==> src/rtl/ascon_perm_sched.sv <==
// Round scheduler for the Ascon permutation: sequences load, p12/p6 rounds and done.
// Optional cancel port abort_i is enabled by defining ASCON_ABORT_EN.
module ascon_perm_sched (
  input  logic       clock_i,
  input  logic       resetb_i,
  input  logic       start_i,
  input  logic       nrounds_i,
`ifdef ASCON_ABORT_EN
  input  logic       abort_i,
`endif
  output logic       load_o,
  output logic       perm_en_o,
  output logic [3:0] round_o,
  output logic       last_o,
  output logic       busy_o,
  output logic       done_o
);

  localparam int unsigned CNT_W = 4;
  localparam logic [CNT_W-1:0] LAST_ROUND = CNT_W'(11);
  localparam logic [CNT_W-1:0] P6_START   = CNT_W'(6);
  localparam logic [CNT_W-1:0] P12_START  = CNT_W'(0);

  typedef enum logic [1:0] {
    ST_IDLE  = 2'd0,
    ST_LOAD  = 2'd1,
    ST_ROUND = 2'd2,
    ST_DONE  = 2'd3
  } state_t;

  state_t           r_state;
  logic [CNT_W-1:0] r_cnt;
  logic             r_nr;
  logic             r_load;
  logic             r_perm_en;
  logic             r_last;
  logic             r_busy;
  logic             r_done;

  state_t           w_state;
  logic [CNT_W-1:0] w_cnt;
  logic             w_nr;
  logic             w_abort;

`ifdef ASCON_ABORT_EN
  assign w_abort = abort_i;
`else
  assign w_abort = 1'b0;
`endif

  // Next-state and next-counter logic; abort only cancels LOAD/ROUND, never IDLE start
  always_comb begin
    w_state = r_state;
    w_cnt   = r_cnt;
    w_nr    = r_nr;
    unique case (r_state)
      ST_IDLE: begin
        if (start_i) begin
          w_state = ST_LOAD;
          w_nr    = nrounds_i;
          w_cnt   = nrounds_i ? P12_START : P6_START;
        end
      end
      ST_LOAD: begin
        w_state = ST_ROUND;
      end
      ST_ROUND: begin
        if (r_cnt == LAST_ROUND) begin
          w_state = ST_DONE;
          w_cnt   = '0;
        end else begin
          w_cnt = r_cnt + CNT_W'(1);
        end
      end
      ST_DONE: begin
        w_state = ST_IDLE;
        w_cnt   = '0;
      end
      default: begin
        w_state = ST_IDLE;
        w_cnt   = '0;
      end
    endcase
    if (w_abort && ((r_state == ST_LOAD) || (r_state == ST_ROUND))) begin
      w_state = ST_IDLE;
      w_cnt   = '0;
    end
  end

  // State, counter and outputs are all registered from the next-state view
  always_ff @(posedge clock_i or negedge resetb_i) begin
    if (!resetb_i) begin
      r_state   <= ST_IDLE;
      r_cnt     <= '0;
      r_nr      <= 1'b0;
      r_load    <= 1'b0;
      r_perm_en <= 1'b0;
      r_last    <= 1'b0;
      r_busy    <= 1'b0;
      r_done    <= 1'b0;
    end else begin
      r_state   <= w_state;
      r_cnt     <= w_cnt;
      r_nr      <= w_nr;
      r_load    <= (w_state == ST_LOAD);
      r_perm_en <= (w_state == ST_ROUND);
      r_last    <= (w_state == ST_ROUND) && (w_cnt == LAST_ROUND);
      r_busy    <= (w_state != ST_IDLE);
      r_done    <= (w_state == ST_DONE);
    end
  end

  assign load_o    = r_load;
  assign perm_en_o = r_perm_en;
  assign round_o   = r_cnt;
  assign last_o    = r_last;
  assign busy_o    = r_busy;
  assign done_o    = r_done;

  // Structural invariants of the schedule
  a_strobe_excl: assert property (@(posedge clock_i) disable iff (!resetb_i)
    $onehot0({r_load, r_perm_en, r_done}));
  a_cnt_range: assert property (@(posedge clock_i) disable iff (!resetb_i)
    r_cnt <= LAST_ROUND);

endmodule

==> config.mk <==
export PLATFORM = sky130hd
export DESIGN_NAME = ascon_perm_sched
export DESIGN_NICKNAME = d
export VERILOG_FILES = /design/src/rtl/ascon_perm_sched.sv
export SDC_FILE = /design/constraint.sdc
export NUM_CORES = 1
export LEC_CHECK = 0
export CAP_MARGIN = 40
export CORE_AREA = 5 5 42 44
export DETAILED_ROUTE_END_ITERATION = 10
export DIE_AREA = 0 0 47 49
export PLACE_DENSITY = 0.77
export SLEW_MARGIN = 25
export SYNTH_ARGS = -nofsm -noshare
export SYNTH_HDL_FRONTEND = slang
export SYNTH_SLANG_ARGS = --single-unit
==> constraint.sdc <==
create_clock -name clock_i -period 2 [get_ports clock_i]
set_clock_uncertainty 0.15 [all_clocks]
set_input_delay 0.3 -clock clock_i [delete_from_list [all_inputs] [get_ports clock_i]]
set_output_delay 0.3 -clock clock_i [all_outputs]
set_load 0.01 [all_outputs]
==> flow_summary.yaml <==
pwr:
  p_per_area_nw_per_um2: 1440
  ir_drop_v: 0.000576
  total_power_uw: 1050
  p_leak_uw: 0.000353
critical_path:
  crit_path_max_fanout: 6
  cpPeakStageDelay_ns: 0.37
  startpoint_type: "register"
  cp.required_ns: 2.05
  crit_chain: "inv_1 -> ha_1 -> nor2b_1 -> o31ai_1 -> o221ai_1 -> and4b_1"
  path_class: "reg -> reg"
  crit_arrival_ns: 1.92
  cp-end-kind: "register"
  slowest_stage: "dfrtp_1"
  worstReg2RegStart: "r_state[0]$_DFF_PN0_"
  crit_start: "r_state[0]$_DFF_PN0_"
sta:
  finalSetupTns_ns: 0
  max_freq_mhz: 534
  tightest_slew_ns: 0.462
  finalHoldViolations: 0
  period_minus_slack_ns: 1.87
  rsz0062_at_grt: "no"
  slew_headroom_pct: 69.1
  fin_crit_sh_pct: 93.6
  drv_slew: 0
  setup_viol: 0
floorplan:
  initial_core_util_pct: 40.4
  io_pins: 13
  rows: 14
  die_y_um: 49
  core_um2: 1400
  die_area_um2: 2300
  die_x_um: 47
logic_synthesis:
  synth_cell_types: 25
  netlist_instances: 47
  synth-edff-count: 0
  synth_compound_area_share_pct: 17.7
  syn_nets: 55
  syn-cell-area_um2: 566
  synthArstFlopShare_pct: 100
  synth_fa_ha_area_share_pct: 8.85
  synth_seq_area_share_pct: 48.7
  synth.avg_cell_area_um2: 12.0
  synthTopCellsByArea: "dfrtp_1 49%, ha_1 8.8%, a221oi_4 4.6%"
  yosysTopAreaCell: "dfrtp_1"
  synth_xor_area_share_pct: 0
  synth_top_area_share_pct: 48.7
  synth.area.mux_share_pct: 0
  synth_top_family_by_area: "simple AND/OR/NAND/NOR gates"
  synth-main-ff-cell: "dfrtp_1"
  ys_ff_latch: 11
  yosysWarnings: 0
  synthSimpleGateAreaFrac_pct: 22.8
detailed_routing:
  wl_met1_um: 408
  drt_pre_antenna_iters: 4
  drtIter0Drc: 8
  wl_per_cell_um: 13.0
  via_per_inst: 5.41
  dr_wl_met2_um: 550
  top_layer: "met4"
  totalWireLength_um: 1030
  routed-wl-met3_um: 49
  detail-route-antenna-nets: 0
  drc: 0
  vias: 427
grt:
  grt_util_all_layers_pct: 10.5
  grt_max_degree: 12
  grt_pass1_wl_um: 1760
  grt_overflow: 0
  grt_pass1_vias: 433
  antenna_found_initial: 0
clock_network:
  post_cts_buffers: 0
  clk_latency_ns: 0.26
  clk_path_buf_depth: 2
  cts_made_buffers: 3
  cts_resized: 0
  path_clk_slew_ns: 0.07
  cts_tree: "built"
  cts_root_buffer: "clkbuf_4"
  hold_buffers: 0
  clock_sinks: 11
  cts_htree_levels: 1
finish:
  instances_no_fill: 79
  diodes: 0
  postLayoutCoreUtil_pct: 52.2
  layout-drive-gt1-share_pct: 9.52
  fin_nets: 72
  final_common_cell: "clkdlybuf4s50_1"
  final_cell_mix: "12 x clkdlybuf4s50_1, 11 x dfrtp_1, 4 x o21ai_0, 4 x ha_1"
  fin_area_um2: 732
  synthToLayoutAreaGrowth_pct: 29.4
place:
  place.port_buffers: 12
  dpl.hpwl_um: 833
  placed_cells: 75
  placed_area_um2: 706
  globalplace.congestion: 0.732
run:
  maxCapViolCount: 0
status:
  status: "finished, final reports clean"
worst_hold_path:
  hold_path.class: "in -> async"
==> cell families (layout without fill, tap and decap cells) <==
family | count (synthesis) | count (layout)
adders and majority gates | 4 | 4
AOI/OAI and AO/OA | 12 | 12
buffers and inverters | 3 | 19
DFF | 11 | 11
and+or+nand+nor | 17 | 17
==> flip-flops by register name, summed over array words and instances (netlist names) <==
| name | count |
|---|---|
| last_o | 1 |
| busy_o | 1 |
| round_o | 4 |
| done_o | 1 |
| load_o | 1 |
| r_state | 2 |
| perm_en_o | 1 |
==> per-layer routing <==
layer | vias to the layer above | GRT usage (%)
li1 | 205 | -
met1 | 210 | 11.2
met2 | 10 | 17.4
met3 | 2 | 3.32
met4 | 0 | 5.53
met5 | - | 0
==> worst max-delay path, delay by kind of cell, from the launching register on <==
kind | cells | cell delay, ns
AOI/OAI and AO/OA | 2 | 0.47
and+or+nand+nor | 2 | 0.42
adders and majority gates | 1 | 0.29
DFF | 1 | 0.37
buffers and inverters | 1 | 0.10
==> Yosys cell counts, types with 2 or more instances <==
| library cell | instances |
|---|---|
| nor2b_1 | 2 |
| or2_1 | 2 |
| inv_1 | 3 |
| dfrtp_1 | 11 |
| o21ai_0 | 4 |
| ha_1 | 4 |
| nor2_1 | 3 |
==> final timing paths <==
kind / to / slack, ns / cells past startpoint
max: last_o$_DFF_PN0_ / 0.13 / 6
min: round_o[0]$_DFF_PN0_ / 0.20 / 1
min in group clock_i: round_o[1]$_DFF_PN0_ / 0.51 / 2
min reg2reg: round_o[1]$_DFF_PN0_ / 0.51 / 2
max in group asynchronous: r_state[1]$_DFF_PN0_ / 1.18 / 1
max reg2reg: last_o$_DFF_PN0_ / 0.13 / 6
==> stage by stage <==
step,hold slack [ns],worst slack [ns]
CTS,0.221,0.146
finish,0.202,0.127
global placement,0.490,0.150
global route,0.250,0.0391
detailed placement,0.488,0.113
floorplan,-0.146,0.327
==> layout make-up <==
cell class                 instances  area [um^2]
sequential                        11          275
clock buffer                       4         26.3
inverter                           3         11.3
fill                             129          669
multi-input combinational         33          279
tap                               16         20.0
timing repair buffer              12          120
==> power by group <==
group          total [uW]  leakage, uW  internal, uW  switching [uW]
clock                 147    0.0000150          77.1            69.7
combinational         547     0.000197           279             267
sequential            358     0.000141           304            54.4
Power figures use the tool's default switching activity.
